[src/rtl/cap_vramwr_engine.sv]
// Capture-path AXI4 write engine: drains a FWFT pixel FIFO into a ring of VRAM
// frame buffers as fixed-length INCR bursts, one burst outstanding at a time.
module cap_vramwr_engine #(
  parameter int DATA_WIDTH = 64,
  parameter int BURST_LEN  = 16,
  parameter int NUM_BUF    = 2,
  parameter int BUF_W      = 2,
  parameter int CNT_WIDTH  = 10
) (
  input  logic                    ACLK,
  input  logic                    ARESET,
  input  logic                    START,
  input  logic                    FRAME_SYNC,
  input  logic [31:0]             BASEADDR,
  input  logic [19:0]             FRAME_WORDS,
  input  logic                    CLR_ERR,
  input  logic [DATA_WIDTH-1:0]   FIFO_RDATA,
  input  logic [CNT_WIDTH-1:0]    FIFO_COUNT,
  output logic                    FIFO_RDEN,
  output logic [31:0]             M_AXI_AWADDR,
  output logic [7:0]              M_AXI_AWLEN,
  output logic [2:0]              M_AXI_AWSIZE,
  output logic [1:0]              M_AXI_AWBURST,
  output logic                    M_AXI_AWVALID,
  input  logic                    M_AXI_AWREADY,
  output logic [DATA_WIDTH-1:0]   M_AXI_WDATA,
  output logic [DATA_WIDTH/8-1:0] M_AXI_WSTRB,
  output logic                    M_AXI_WLAST,
  output logic                    M_AXI_WVALID,
  input  logic                    M_AXI_WREADY,
  input  logic [1:0]              M_AXI_BRESP,
  input  logic                    M_AXI_BVALID,
  output logic                    M_AXI_BREADY,
  output logic                    FRAME_DONE,
  output logic [BUF_W-1:0]        WR_BUF,
  output logic [BUF_W-1:0]        LAST_BUF,
  output logic                    BUSY,
  output logic                    ERR_RESP,
  output logic                    ERR_SYNC
);

  localparam int          STRB_W      = DATA_WIDTH / 8;
  localparam int          SIZE_LOG    = $clog2(STRB_W);
  localparam int          BEAT_W      = $clog2(BURST_LEN);
  localparam logic [31:0] BURST_BYTES = 32'(BURST_LEN * STRB_W);
  localparam logic [19:0] LEN_MASK    = ~20'(BURST_LEN - 1);

  // Valid/ready: a transfer happens on a rising ACLK edge where VALID and READY
  // are both high; the sender holds VALID and its payload stable until then.
  typedef enum logic [2:0] {S_IDLE, S_WAIT, S_ADDR, S_DATA, S_RESP, S_DONE} state_t;

  state_t            state, state_nxt;
  logic [19:0]       eff_words, eff_q, word_cnt;
  logic [28:0]       addr_q;
  logic [31:0]       buf_off, eff_bytes;
  logic [BEAT_W-1:0] beat_cnt;
  logic [BUF_W-1:0]  wr_buf, last_buf;
  logic              err_resp, err_sync;
  logic              start_frame, fifo_ready, aw_hs, w_hs, b_hs, wlast, frame_last;
  logic              sync_err_evt, resp_err_evt, buf_wrap;

  assign eff_words    = FRAME_WORDS & LEN_MASK;
  assign eff_bytes    = 32'(eff_q) << SIZE_LOG;
  assign start_frame  = START && FRAME_SYNC && (eff_words != '0);
  assign fifo_ready   = 32'(FIFO_COUNT) >= 32'(BURST_LEN);
  assign aw_hs        = (state == S_ADDR) && M_AXI_AWREADY;
  assign w_hs         = (state == S_DATA) && M_AXI_WREADY;
  assign b_hs         = (state == S_RESP) && M_AXI_BVALID;
  assign wlast        = (state == S_DATA) && (beat_cnt == BEAT_W'(BURST_LEN - 1));
  assign frame_last   = (word_cnt + 20'(BURST_LEN)) == eff_q;
  assign buf_wrap     = wr_buf == BUF_W'(NUM_BUF - 1);
  assign sync_err_evt = FRAME_SYNC && (state != S_IDLE);
  assign resp_err_evt = b_hs && (M_AXI_BRESP != 2'b00);

  always_comb begin
    state_nxt = state;
    case (state)
      S_IDLE: if (start_frame) state_nxt = S_WAIT;
      S_WAIT: if (fifo_ready) state_nxt = S_ADDR;
      S_ADDR: if (aw_hs) state_nxt = S_DATA;
      S_DATA: if (w_hs && wlast) state_nxt = S_RESP;
      S_RESP: begin
        if (b_hs) begin
          if (frame_last) state_nxt = S_DONE;
          else if (START) state_nxt = S_WAIT;
          else            state_nxt = S_IDLE;
        end
      end
      S_DONE:  state_nxt = S_IDLE;
      default: state_nxt = S_IDLE;
    endcase
  end

  always_ff @(posedge ACLK or posedge ARESET) begin
    if (ARESET) state <= S_IDLE;
    else        state <= state_nxt;
  end

  // buf_off tracks WR_BUF*eff bytes incrementally, so no multiplier is needed.
  always_ff @(posedge ACLK or posedge ARESET) begin
    if (ARESET) begin
      eff_q    <= '0;
      word_cnt <= '0;
      addr_q   <= '0;
      buf_off  <= '0;
      beat_cnt <= '0;
      wr_buf   <= '0;
      last_buf <= BUF_W'(NUM_BUF - 1);
    end else begin
      case (state)
        S_IDLE: begin
          if (start_frame) begin
            eff_q    <= eff_words;
            word_cnt <= '0;
            addr_q   <= 29'(BASEADDR + buf_off);
          end
        end
        S_ADDR: if (aw_hs) addr_q <= addr_q + BURST_BYTES[28:0];
        S_DATA: begin
          if (w_hs) beat_cnt <= wlast ? '0 : beat_cnt + 1'b1;
        end
        S_RESP: if (b_hs) word_cnt <= word_cnt + 20'(BURST_LEN);
        S_DONE: begin
          last_buf <= wr_buf;
          wr_buf   <= buf_wrap ? '0 : wr_buf + 1'b1;
          buf_off  <= buf_wrap ? '0 : buf_off + eff_bytes;
        end
        default: ;
      endcase
    end
  end

  // Sticky errors: a new event in the same cycle as CLR_ERR keeps the flag set.
  always_ff @(posedge ACLK or posedge ARESET) begin
    if (ARESET) begin
      err_resp <= 1'b0;
      err_sync <= 1'b0;
    end else begin
      err_resp <= resp_err_evt | (err_resp & ~CLR_ERR);
      err_sync <= sync_err_evt | (err_sync & ~CLR_ERR);
    end
  end

  assign M_AXI_AWLEN   = 8'(BURST_LEN - 1);
  assign M_AXI_AWSIZE  = 3'(SIZE_LOG);
  assign M_AXI_AWBURST = 2'b01;
  assign M_AXI_WSTRB   = '1;
  assign M_AXI_AWVALID = state == S_ADDR;
  assign M_AXI_AWADDR  = M_AXI_AWVALID ? {3'b001, addr_q} : 32'h0;
  assign M_AXI_WVALID  = state == S_DATA;
  assign M_AXI_WDATA   = M_AXI_WVALID ? FIFO_RDATA : '0;
  assign M_AXI_WLAST   = wlast;
  assign FIFO_RDEN     = w_hs;
  assign M_AXI_BREADY  = state == S_RESP;
  assign FRAME_DONE    = state == S_DONE;
  assign BUSY          = state != S_IDLE;
  assign WR_BUF        = wr_buf;
  assign LAST_BUF      = last_buf;
  assign ERR_RESP      = err_resp;
  assign ERR_SYNC      = err_sync;

endmodule
[config.mk]
export PLATFORM = sky130hd
export DESIGN_NAME = cap_vramwr_engine
export DESIGN_NICKNAME = d
export VERILOG_FILES = /design/src/rtl/cap_vramwr_engine.sv
export SDC_FILE = /design/constraint.sdc
export NUM_CORES = 1
export LEC_CHECK = 0
export CAP_MARGIN = 5
export CORE_ASPECT_RATIO = 0.6
export CORE_UTILIZATION = 45
export CTS_CLUSTER_DIAMETER = 200
export DETAILED_ROUTE_END_ITERATION = 10
export PLACE_DENSITY = 0.89
export SYNTH_ARGS = -nofsm -noshare
export SYNTH_HDL_FRONTEND = slang
export SYNTH_SLANG_ARGS = --single-unit
export TNS_END_PERCENT = 10
[constraint.sdc]
create_clock -name ACLK -period 3.67 [get_ports ACLK]
set_clock_uncertainty 0.1 [all_clocks]
set_input_delay 0.734 -clock ACLK [delete_from_list [all_inputs] [get_ports ACLK]]
set_output_delay 0.734 -clock ACLK [all_outputs]
set_load 0.005 [all_outputs]
* Word level (Yosys, flattened, before mapping)
Index checks and enable logic that the tools add are counted.
Word-level totals: register bits 110, bits of input ports 136, output and inout port bits 130, logic and storage cells 74
Cells by class: $add $sub $neg 6, $lt $le $gt $ge 1, equality and inequality tests 13, multiplexer cells 19, bitwise gates (word level) 5, reduce and logical (&&, ||, !) cells 20
Operator list (count):
- $mux W64 | 1
- $mux W29 | 2
- $pmux W29 S2 | 1
- $mux W20 | 2
- $pmux W20 S2 | 1
- $add A32 B23 Y32 | 1
- $mux W32 | 1
- $mux W30 | 1
- $add A29 B29 Y29 | 1
- $add A29 B8 Y29 const B | 1
- $add A20 B5 Y20 const B | 1
- $eq A20 B20 Y1 | 1
- $reduce_bool A20 Y1 | 1
- $mux W3 | 6
- $pmux W3 S5 | 1
- $ge A10 B5 Y1 const B | 1
- $logic_and A1 B1 Y1 | 9
- $eq A3 B2 Y1 const B | 2
- $eq A3 B3 Y1 const B | 2
- $ne A2 B1 Y1 const B | 3
- $reduce_and A3 Y1 | 2
- $reduce_bool A2 Y1 | 3
- $reduce_and A5 Y1 | 1
- $add A4 B1 Y4 const B | 1
- other kinds (14) | 18

* Longest topological paths before layout
Gate-level depths: netlist of the first run.
depth in word-level cells 5, mapped depth 10, gate-level depth less buffers 10

* Least setup slack after synthesis of the first run
No wires, ideal clock.
path type in2reg, start point in BASEADDR[8], end point reg addr_q[25], setup time 0.104 ns, arrival 2.535 ns, data required time 3.466 ns, setup slack 0.932 ns, stages 9, path buffers 0, cell sequence ha_1 > a21oi_1 > nor2_1 > o2111ai_1 > o211ai_1 > a31oi_2 > o21ai_0 > a21o_1 > a221oi_1
Between the ends: cells in the longest elaborated chain, start to end 3
Ends and longest elaborated chain:
- start, declared | RTL line 14 | input logic [31:0] BASEADDR,
- $add A29 B29 Y29 | RTL line 115 | addr_q <= 29'(BASEADDR + buf_off);
- $mux W29 | RTL line 112 | if (start_frame) begin
- $pmux W29 S2 | RTL line 110 | case (state)
- end signal, assigned | RTL line 115
- end signal, assigned | RTL line 118 | S_ADDR: if (aw_hs) addr_q <= addr_q + BURST_BYTES[28:0];
- end, declared | RTL line 54 | logic [28:0] addr_q;
No other way between the ends. The select of a mux whose other input is x is not followed. A chain may end at the register's enable or synchronous reset.

* Worst setup path in the final report of the first run
start point reg state[1], end point out M_AXI_AWADDR[10]
Between the ends: cells in the longest elaborated chain, start to end 2
Ends and longest elaborated chain:
- start, declared | RTL line 52 | state_t state, state_nxt;
- start signal, assigned | RTL line 96 | else state <= state_nxt;
- $eq A3 B2 Y1 | RTL line 148 | assign M_AXI_AWVALID = state == S_ADDR;
- $mux W30 | RTL line 149 | assign M_AXI_AWADDR = M_AXI_AWVALID ? {3'b001, addr_q} : 32'h0;
- end, declared | RTL line 20 | output logic [31:0] M_AXI_AWADDR,
No other way between the ends.

==> reports/results.md, run 1 <==
## Worst hold path
* register to register — Worst Hold Class
* LAST_BUF[0] — worst min-delay path startpoint

## Clock tree
* 2 — maximum clock insertion buffer count
* 0 — count of buffers added by post-CTS timing repair for setup
* 3 — CTS HTree Levels
* 9 — CTS buffer count
* done — CTS tree
* 0 — # resized after CTS
* 0 — cts-stage hold buffer count
* 0.35 ns — source-to-sink clock delay at the later pin of the worst-skew pair
* 96 — Sinks on Clock Net
* clkbuf_16 — master cell of the clock root buffer
* 0.07 ns — clock-pin slew on the worst setup and hold paths

## Timing
* 90.4% — post-route fraction of the period consumed by the critical path
* no — RSZ-0062 raised after global routing
* 0 ns — final sum of negative setup slack
* 0 — number of hold violations in the final report
* 0.873 ns — slew at the pin closest to its max-slew limit
* 41.7% — Slew headroom
* 3.32 ns — Tmin final
* 0 — max-slew violation count
* 0 — Final Setup Violations
* 301 MHz — max frequency

## Place
* 231 — number of port buffers
* 18700 microns — HPWL after detailed placement
* 0.972 — gp weighted congestion
* 9780 sq um — standard cell area after detailed placement

## Pwr
* 705 nW/um^2 — P per Cell Area
* 3.10 mW — switching power
* 27.1% — sequential share of power
* 57.6% — Combinational Power Share
* 4.51 nW — leakage power figure
* 4.04 mW — internal power
* 15.3% — clock group share of total power
* 43.4% — Net Sw Frac
* 0.000449 V — worst ir drop on vdd

## Finish
* clkdlybuf4s50_1 (231), nand2_1 (133), dfrtp_1 (95) — highest-count cells in the layout ignoring fill and taps
* 2400 sq um — total area of sequential cells
* 10100 sq um — Post-Layout Inst Area
* 5.79% — share of post-route cells with drive strength above 1
* 1267 — number of fill cells in the layout
* 0 — Antenna Cells
* 39.8% — layout overhead on the synthesized area
* clkdlybuf4s50_1 — most frequent standard cell in the layout excluding fill and tap cells
* 1295 — number of nets in the layout
* 4510 sq um — area of the multi-input gates

## Routing
* 8 — TritonRoute pass-1 iters
* 18.0 microns — final routed wire length divided by cell count
* 835 — number of violations reported at the end of detailed-routing iteration 0
* 13 — post-detailed-route DRC marker count
* 7517 — vias post-DR
* 0 — count of nets left with antenna violations after detail routing
* 5.67 — number of vias per cell
* 23900 microns — total wirelength of the detailed-routed design

## Global routing
* 6734 — via count of the first global-routing pass
* 28.5% — Overall Global Routing Usage
* 0 — antenna violations before repair
* 45 — pin count of the biggest net entering global routing
* 37000 microns — global-route wire length before repair
* 0 — total global routing overflow

## Die
* 16600 sq um — DIE AREA
* 100 microns — die extent in y
* 15500 sq um — Floorplan Core Area
* 266 — num ports
* 35 — Placement Rows
* 46.6% — initial core utilization
* 166 microns — die width

## Worst setup path
* 2.84 ns — Required @ worst endpoint
* register to output pin — Worst Path Class, Setup
* 28 — maximum net fanout on the critical path
* output pin — sort of element at the end of the critical path
* eff_q[4] — Crit Reg-Reg Startpoint
* state[1] — worst setup path start
* register — Critical Path Source Type
* 2.48 ns — critical path data arrival time

## Synthesis
* 892 — cell count after synthesis
* 0 — Syn. warnings
* 8.12 sq um — Synth Area per Inst
* dfrtp_1 (33%), ha_1 (6.9%), nand2_1 (6.9%) — Area contributors post-synth
* 100% — ys async rst share
* 33.2% — sequential share of the synthesized area
* 32.8% — fraction of synthesized cell area taken by the top area cell type
* 72 — Synth cell types
* 7240 sq um — post-synthesis instance area
* 0 — number of enable flip-flop cells after synthesis
* dfrtp_1 — most used flip-flop cell after synthesis
* 96 — synthesized flop and latch total
* dfrtp_1 — Yosys top cell by area

## Run status
* finished, violations left — run status
* design-rule violations — violations in the final reports

## Flow run
* 0 — number of max-capacitance violations reported

logic make-up after synthesis:
kind of cell	after synthesis	share of synthesized area, %
flip-flops	96	33.2
adder cells (fa/ha/maj)	41	7.19
XOR/XNOR	57	6.89
AO/OA/AOI/OAI	205	18.1
other	2	0.104
multiplexers	5	0.760
AND/OR/NAND/NOR	405	28.1
buffers and inverters	81	5.58
synthesized netlist by cell type (2+ instances only):
cell / instances
a221oi_1: 2
o311ai_0: 3
or3_1: 7
o21ai_0: 58
conb_1: 2
a211oi_1: 5
o22a_1: 2
o211ai_1: 2
nand2_1: 133
a31oi_1: 5
nor3b_1: 2
o21a_1: 2
a21oi_1: 65
o22ai_1: 4
buf_4: 24
nor3_1: 12
nor4_1: 12
clkbuf_1: 29
inv_1: 19
a21o_1: 11
and4_1: 3
buf_2: 8
nand3_1: 27
a22o_1: 17
nand3b_1: 4
nor2_1: 61
nor2_2: 2
xor2_1: 20
o2111ai_1: 2
or2_2: 3
xnor2_1: 37
and3_1: 34
nand4_1: 14
dfrtp_1: 95
nand2b_1: 3
nor2b_1: 7
o21bai_1: 2
o31ai_1: 7
and2_1: 71
mux2_2: 4
or4_1: 2
ha_1: 40
power groups by stage:
stage | Clock, mW | Sequential [mW] | Combinational [mW]
floorplan | 0 | 1.76 | 2.68
global placement | 0 | 1.90 | 3.86
detailed placement | 0 | 1.93 | 4.00
CTS | 1.10 | 1.92 | 4.07
global route | 1.14 | 1.99 | 4.49
finish | 1.09 | 1.94 | 4.11
final timing paths:
check | to | slack (ns) | depth (start not counted)
min in group asynchronous | addr_q[0] | 0.62 | 2
hold / removal | LAST_BUF[0] | 0.37 | 2
setup / recovery | M_AXI_AWADDR[10] | 0.35 | 5
hold reg to reg | LAST_BUF[0] | 0.37 | 2
max in group asynchronous | addr_q[12] | 2.12 | 3
setup reg to reg | buf_off[27] | 0.53 | 10
stage by stage:
step	worst slack [ns]	utilization (%)	hold slack, ns	power, mW	cells
3_3_place_gp	0.167	62.9	0.346	5.76	1310
5_1_grt	0.245	65.1	0.379	7.61	1326
3_5_place_dp	0.0893	62.9	0.364	5.93	1310
4_1_cts	0.382	65.1	0.371	7.08	1326
2_1_floorplan	0.332	-	0.338	4.43	913
6_report	0.353	65.1	0.366	7.14	1326
final cells by class:
cell class	count	area share [%]
clock inverter	7	1.19
clock buffer	9	2.22
inverter	20	0.754
timing repair buffer	255	25.0
tap	203	2.51
multi-input combinational	736	44.6
sequential	96	23.7
worst max-delay path, stage by stage (launching register included):
cell             delay (ns)
dfrtp_1                0.54
or3b_2                 0.51
inv_2                  0.36
nand2_1                0.15
inv_1                  0.07
clkdlybuf4s50_1        0.49
metal layers:
layer  GRT usage [%]  wire length (microns)  part of all wire (%)
met1            38.0                  10200                    43
met2            48.4                  11200                    47
met3            5.91                   2110                   8.8
met4            5.54                    306                   1.3
met5               0                      0                     0
state kept, by name (all words and copies together), names as in the netlist:
signal	flops
addr_q	29
buf_off	22
eff_q	16
word_cnt	16
beat_cnt	4
state	3
LAST_BUF	2
WR_BUF	2
ERR_RESP	1
ERR_SYNC	1
No activity file was read; power rests on OpenSTA's default activity.
==> run 2: changes to the inputs <==
Settings changed: ABC_AREA set to 1, CORE_MARGIN set to 2, PLACE_DENSITY 0.89 to 0.87, SKIP_CTS_REPAIR_TIMING set to 1.
==> reports/results.md, run 2 <==
## Finish
* nand2_1 (251), clkdlybuf4s50_1 (231), nor2_1 (212) — highest-count cells in the layout ignoring fill and taps, was clkdlybuf4s50_1 (231), nand2_1 (133), dfrtp_1 (95)
* 1553 — number of fill cells in the layout, was 1267
* nand2_1 — most frequent standard cell in the layout excluding fill and tap cells, was clkdlybuf4s50_1
* 1622 — number of nets in the layout, was 1295
* addr_q — top register by number of flip-flops, unchanged
* 4.76% — share of post-route cells with drive strength above 1, was 5.79%
* 62.6% — final core area utilization, was 65.1%
* addr_q (29), buf_off (22) — largest registers, unchanged
* 35.2% — layout overhead on the synthesized area, was 39.8%
* 10800 sq um — Post-Layout Inst Area, was 10100 sq um
* 29 — flip-flop count of the largest register after layout, unchanged

## Worst setup path
* 2.84 ns — Required @ worst endpoint, about the same
* register to output pin — Worst Path Class, Setup, unchanged
* 1.05 ns — worst setup slack for register-to-register paths, was 0.53 ns
* output pin — sort of element at the end of the critical path, unchanged
* inv_1 > nor3_2 > inv_2 > buf_4 > nor2_1 > clkdlybuf4s50_1 — series of cell instances along the critical path, was or3b_2 > inv_2 > nand2_1 > inv_1 > clkdlybuf4s50_1
* 0.54 ns — biggest cell delay along the critical path, about the same
* clkdlybuf4s50_1 — Max stage delay cell, worst path, was dfrtp_1
* 4 — Critical path buffers and inverters, was 3
* buf_off[23] — reg-to-reg endpoint, was buf_off[27]
* register — Critical Path Source Type, unchanged
* buffers and inverters — family of cells with the greatest summed delay on the critical path, unchanged
* eff_q[4] — Crit Reg-Reg Startpoint, unchanged
* 37 — maximum net fanout on the critical path, was 28
* 2.56 ns — critical path data arrival time, was 2.48 ns
* 11 — cells on worst reg2reg path, was 10

## Clock tree
* 3 — CTS HTree Levels, unchanged
* clkbuf_16 — master cell of the clock root buffer, unchanged
* 0.35 ns — source-to-sink clock delay at the later pin of the worst-skew pair, about the same
* done — CTS tree, unchanged
* 9 — CTS buffer count, unchanged
* 96 — Sinks on Clock Net, unchanged
* 2 — maximum clock insertion buffer count, unchanged
* 0.07 ns — clock-pin slew on the worst setup and hold paths, about the same

## Synthesis
* 15.2% — post-synthesis compound-gate area fraction, was 18.1%
* dfrtp_1 — most used flip-flop cell after synthesis, unchanged
* 31.0% — post-synthesis simple-gate area fraction, was 28.1%
* 0 — number of enable flip-flop cells after synthesis, unchanged
* 0 — Syn. warnings, unchanged
* 29.8% — fraction of synthesized cell area taken by the top area cell type, was 32.8%
* 50 — Synth cell types, was 72
* 1220 — cell count after synthesis, was 892
* 96 — synthesized flop and latch total, unchanged
* dfrtp_1 (30%), nand2_1 (12%), nor2_1 (10%) — Area contributors post-synth, was dfrtp_1 (33%), ha_1 (6.9%), nand2_1 (6.9%)
* dfrtp_1 — Yosys top cell by area, unchanged
* 1.98% — proportion of synthesized area in mux cells, was 0.760%
* 100% — ys async rst share, unchanged
* nand2_1 (251), nor2_1 (212), inv_1 (190) — leading cell types by count after synthesis, was nand2_1 (133), dfrtp_1 (95), and2_1 (71)
* 2.09% — Post-Synth XOR/XNOR Area, was 6.89%
* 7980 sq um — post-synthesis instance area, was 7240 sq um
* nand2_1 — most numerous cell in the Yosys netlist, unchanged
* 6.54 sq um — Synth Area per Inst, was 8.12 sq um
* 6.53% — adder-cell share of the synthesized area, was 7.19%
* 30.1% — sequential share of the synthesized area, was 33.2%
* simple AND/OR/NAND/NOR gates — dominant combinational cell family by area after synthesis, unchanged

## Routing
* 980 — number of violations reported at the end of detailed-routing iteration 0, was 835
* 5.31 — number of vias per cell, was 5.67
* 6 — TritonRoute pass-1 iters, was 8
* 0 — count of nets left with antenna violations after detail routing, unchanged
* met4 — top routing layer in use, unchanged
* 8948 — vias post-DR, was 7517
* 28200 microns — total wirelength of the detailed-routed design, was 23900 microns
* 12300 microns — detailed route wirelength on metal2, was 11200 microns
* 16.7 microns — final routed wire length divided by cell count, was 18.0 microns
* 0 — post-detailed-route DRC marker count, was 13
* 3450 microns — routed wire length on met3, was 2110 microns
* 12000 microns — wl on met1, was 10200 microns

## Place
* 10500 sq um — standard cell area after detailed placement, was 9780 sq um
* 231 — number of port buffers, unchanged
* 23200 microns — HPWL after detailed placement, was 18700 microns
* 0.500 ns — DP Worst Slack, was 0.0893 ns
* 0.971 — gp weighted congestion, was 0.972

## Die
* 17200 sq um — Floorplan Core Area, was 15500 sq um
* 18800 sq um — DIE AREA, was 16600 sq um
* 107 microns — die extent in y, was 100 microns
* 176 microns — die width, was 166 microns
* 46.3% — initial core utilization, was 46.6%
* 266 — num ports, unchanged
* 37 — Placement Rows, was 35

## Global routing
* 43700 microns — global-route wire length before repair, was 37000 microns
* 0 — total global routing overflow, unchanged
* 38 — pin count of the biggest net entering global routing, was 45
* 0 — antenna violations before repair, unchanged
* 29.8% — Overall Global Routing Usage, was 28.5%
* 8295 — via count of the first global-routing pass, was 6734

## Run status
* complete, no violations — run status, was finished, violations left

## Flow run
* 0 — number of max-capacitance violations reported, unchanged

## Timing
* 0 ns — final sum of negative setup slack, unchanged
* 0 — max-slew violation count, unchanged
* 0.271 ns — slack of the critical path, was 0.353 ns
* 53.2% — Slew headroom, was 41.7%
* 0 — number of hold violations in the final report, unchanged
* 92.6% — post-route fraction of the period consumed by the critical path, was 90.4%
* 0 — Final Setup Violations, unchanged
* 0.701 ns — slew at the pin closest to its max-slew limit, was 0.873 ns
* no — RSZ-0062 raised after global routing, unchanged
* 294 MHz — max frequency, was 301 MHz
* 3.40 ns — Tmin final, was 3.32 ns

## Pwr
* 664 nW/um^2 — P per Cell Area, was 705 nW/um^2
* 5.24 nW — leakage power figure, was 4.51 nW
* 0.000303 V — worst ir drop on vdd, was 0.000449 V
* 7.16 mW — PnR Total Power, was 7.14 mW

## Worst hold path
* register to register — Worst Hold Class, unchanged
* LAST_BUF[0] — Min-Delay Endpoint, unchanged
* 2 — hold path cells, unchanged
* LAST_BUF[0] — worst min-delay path startpoint, unchanged

run 2: cell count changes in the layout (fill, tap and decap cells not counted), sizes merged, moves of 33 or more:
| cell | delta |
|---|---|
| inv | +177 |
| and3 | -33 |
| nand2 | +120 |
| nor2 | +152 |
| o21ai | +36 |
| and2 | -70 |
run 2: worst max-delay path by stage:
stage              startpoint     endpoint  slack (ns)  depth (start not counted)
2_1_floorplan          ARESET     ERR_RESP        0.33                          1
3_3_place_gp   FRAME_WORDS[8]   addr_q[14]        0.59                         10
3_5_place_dp   FRAME_WORDS[8]   addr_q[27]        0.50                         10
4_1_cts              state[0]  M_AXI_WLAST        0.31                          6
5_1_grt              state[0]  M_AXI_WLAST        0.11                          6
6_report             state[0]  M_AXI_WLAST        0.27                          6
run 2: worst reg2reg max path, stage by stage, from the launching register on:
cell and delay, ns:
dfrtp_1 0.44, ha_1 0.25, fa_1 0.46, nand3_1 0.11
nand2_1 0.10, nand2_1 0.09, nand2_1 0.10, a21oi_1 0.25
o21ai_0 0.22, nand2_1 0.18, xor2_1 0.16, nor2_1 0.05
run 2: routing by layer:
| layer | track usage (%) | vias up |
|---|---|---|
| met1 | 41.5 | 4098 |
| met5 | 0 | - |
| li1 | - | 4326 |
| met3 | 7.91 | 28 |
| met4 | 6.61 | 0 |
| met2 | 46.5 | 496 |
run 2: area by class of cell:
type	count	area (sq um)	area share, %
multi-input cells	899	4610	42.7
repair buffers	242	2420	22.4
flip-flops and latches	96	2400	22.3
inverters	197	741	6.87
well taps	234	293	2.72
clock buffers	10	229	2.12
clock inverters	6	85.1	0.789
diodes	1	2.50	0.0232
run 2: cells by family after synthesis:
group	after synthesis
AND/OR/NAND/NOR	589
adder cells (fa/ha/maj)	41
buffers and inverters	246
AO/OA/AOI/OAI	213
XOR/XNOR	19
multiplexers	14
flip-flops	96
other	2
run 2: where the power goes:
group / switching [mW] / internal (mW) / leakage, nW / total [mW]
Sequential: 0.394 / 1.47 / 1.21 / 1.86
Combinational: 2.59 / 1.67 / 3.87 / 4.26
Clock: 0.440 / 0.596 / 0.148 / 1.04
Total: 3.42 / 3.74 / 5.24 / 7.16
run 2: stage by stage:
step | hold slack (ns) | instances
2_1_floorplan | 0.356 | 1241
3_3_place_gp | 0.357 | 1668
3_5_place_dp | 0.378 | 1668
4_1_cts | 0.387 | 1684
5_1_grt | 0.405 | 1684
6_report | 0.385 | 1685
==> run 3: changes to the inputs <==
Settings changed: SKIP_CTS_REPAIR_TIMING 1 to not set.
Clock period 3.67 ns to 4.1 ns, I/O delays scaled along.
==> reports/results.md, run 3 (synthesis results as in run 2) <==
## Finish
* 29 — flip-flop count of the largest register after layout, unchanged
* addr_q — top register by number of flip-flops, unchanged
* 1679 — post-route insts no fill, was 1685
* 62.1% — final core area utilization, was 62.6%
* 4610 sq um — area of the multi-input gates, unchanged
* 10700 sq um — Post-Layout Inst Area, was 10800 sq um
* 4.43% — share of post-route cells with drive strength above 1, was 4.76%
* 34.2% — layout overhead on the synthesized area, was 35.2%
* addr_q (29), buf_off (22) — largest registers, unchanged
* nand2_1 (251), clkdlybuf4s50_1 (231), nor2_1 (212) — highest-count cells in the layout ignoring fill and taps, unchanged
* 2400 sq um — total area of sequential cells, unchanged
* 1617 — number of nets in the layout, was 1622
* nand2_1 — most frequent standard cell in the layout excluding fill and tap cells, unchanged
* 1544 — number of fill cells in the layout, was 1553
* 0 — Antenna Cells, was 1

## Clock tree
* clkbuf_16 — master cell of the clock root buffer, unchanged
* done — CTS tree, unchanged
* 9 — CTS buffer count, unchanged
* 0.35 ns — source-to-sink clock delay at the later pin of the worst-skew pair, about the same
* 0 — count of buffers added by post-CTS timing repair for setup
* 0.07 ns — clock-pin slew on the worst setup and hold paths, about the same
* 0 — cts-stage hold buffer count
* 3 — CTS HTree Levels, unchanged
* 0 — # resized after CTS
* 96 — Sinks on Clock Net, unchanged
* 2 — maximum clock insertion buffer count, unchanged

## Pwr
* 584 nW/um^2 — P per Cell Area, was 664 nW/um^2
* 0.000262 V — worst ir drop on vdd, was 0.000303 V
* 5.19 nW — leakage power figure, was 5.24 nW
* 6.25 mW — PnR Total Power, was 7.16 mW

## Global routing
* 29.4% — Overall Global Routing Usage, was 29.8%
* 0 — antenna violations before repair, unchanged
* 43200 microns — global-route wire length before repair, was 43700 microns
* 51 — pin count of the biggest net entering global routing, was 38
* 0 — total global routing overflow, unchanged
* 8125 — via count of the first global-routing pass, was 8295

## Worst setup path
* M_AXI_WDATA[15] — Worst Setup EP, was M_AXI_WLAST
* state[1] — Crit Reg-Reg Startpoint, was eff_q[4]
* register — Critical Path Source Type, unchanged
* 2.54 ns — critical path data arrival time, was 2.56 ns
* addr_q[14] — reg-to-reg endpoint, was buf_off[23]
* 1.23 ns — worst setup slack for register-to-register paths, was 1.05 ns
* 3.18 ns — Required @ worst endpoint, was 2.84 ns
* register to output pin — Worst Path Class, Setup, unchanged
* state[1] — worst setup path start, was state[0]
* 9 — cells on worst reg2reg path, was 11
* output pin — sort of element at the end of the critical path, unchanged
* 42 — maximum net fanout on the critical path, was 37

## Place
* 231 — number of port buffers, unchanged
* 22600 microns — HPWL after detailed placement, was 23200 microns
* 0.937 — gp weighted congestion, was 0.971
* 1663 — Inst Count DP, was 1668
* 10400 sq um — standard cell area after detailed placement, was 10500 sq um
* 0.687 ns — DP Worst Slack, was 0.500 ns

## Timing
* 0.856 ns — slew at the pin closest to its max-slew limit, was 0.701 ns
* 42.9% — Slew headroom, was 53.2%
* 0.638 ns — slack of the critical path, was 0.271 ns
* 0 — Final Setup Violations, unchanged
* 3.46 ns — Tmin final
* 0 — max-slew violation count, unchanged
* 289 MHz — max frequency
* 0 ns — final sum of negative setup slack, unchanged
* 0.371 ns — Post-Route Hold Slack, was 0.385 ns
* no — RSZ-0062 raised after global routing, unchanged
* 0 — number of hold violations in the final report, unchanged
* 84.4% — post-route fraction of the period consumed by the critical path

## Worst hold path
* register to register — Worst Hold Class, unchanged

## Routing
* 0 — post-detailed-route DRC marker count, unchanged
* 8875 — vias post-DR, was 8948
* 27800 microns — total wirelength of the detailed-routed design, was 28200 microns
* 0 — count of nets left with antenna violations after detail routing, unchanged
* 5 — TritonRoute pass-1 iters, was 6
* 16.6 microns — final routed wire length divided by cell count, was 16.7 microns
* 1070 — number of violations reported at the end of detailed-routing iteration 0, was 980
* 5.29 — number of vias per cell, was 5.31

## Die
* 266 — num ports, unchanged
* 107 microns — die extent in y, unchanged
* 18800 sq um — DIE AREA, unchanged
* 46.3% — initial core utilization, unchanged
* 17200 sq um — Floorplan Core Area, unchanged
* 37 — Placement Rows, unchanged
* 176 microns — die width, unchanged

## Run status
* complete, no violations — run status, unchanged

## Flow run
* 0 — number of max-capacitance violations reported, unchanged

[run 3: cell types whose count changed in the layout (fill, tap and decap cells not counted), sizes merged]
| cell | previous run | this run |
|---|---|---|
| buf | 11 | 6 |
| bufinv | 2 | 0 |
| diode | 1 | 0 |
| clkbuf | 10 | 11 |
| clkinvlp | 2 | 3 |
[run 3: per-layer routing]
layer	vias to the layer above	part of all wire, %	routed length [microns]	global-route usage, %
met2	449	44	12100	46.0
met1	4075	44	12300	40.9
li1	4320	-	-	-
met4	0	1.5	409	6.67
met3	31	11	3000	7.66
met5	-	0	0	0
[run 3: where the power goes]
group | switching [mW] | internal (mW)
Combinational | 2.28 | 1.48
Sequential | 0.353 | 1.31
Clock | 0.394 | 0.427
Total | 3.03 | 3.22
[run 3: worst min path at each step]
| stage | from | end | cells after the start |
|---|---|---|---|
| 3_3_place_gp | LAST_BUF[0] | LAST_BUF[0] | 2 |
| 3_5_place_dp | LAST_BUF[0] | LAST_BUF[0] | 2 |
| 5_1_grt | LAST_BUF[0] | LAST_BUF[0] | 2 |
| 2_1_floorplan | LAST_BUF[0] | LAST_BUF[0] | 2 |
| 6_report | LAST_BUF[0] | LAST_BUF[0] | 2 |
| 4_1_cts | LAST_BUF[0] | LAST_BUF[0] | 2 |
[run 3: layout make-up]
class / instances / share of cell area (%)
well taps: 234 / 2.74
flip-flops and latches: 96 / 22.5
repair buffers: 237 / 22.3
clock buffers: 11 / 2.27
multi-input cells: 899 / 43.1
inverters: 197 / 6.92
clock inverters: 5 / 0.304
[run 3: critical path, stage by stage, from the launching register on]
cell and delay [ns]:
dfrtp_1 0.43, inv_2 0.09, nor3_2 0.26, inv_2 0.31
buf_12 0.27, nor2_1 0.22, clkdlybuf4s50_1 0.57
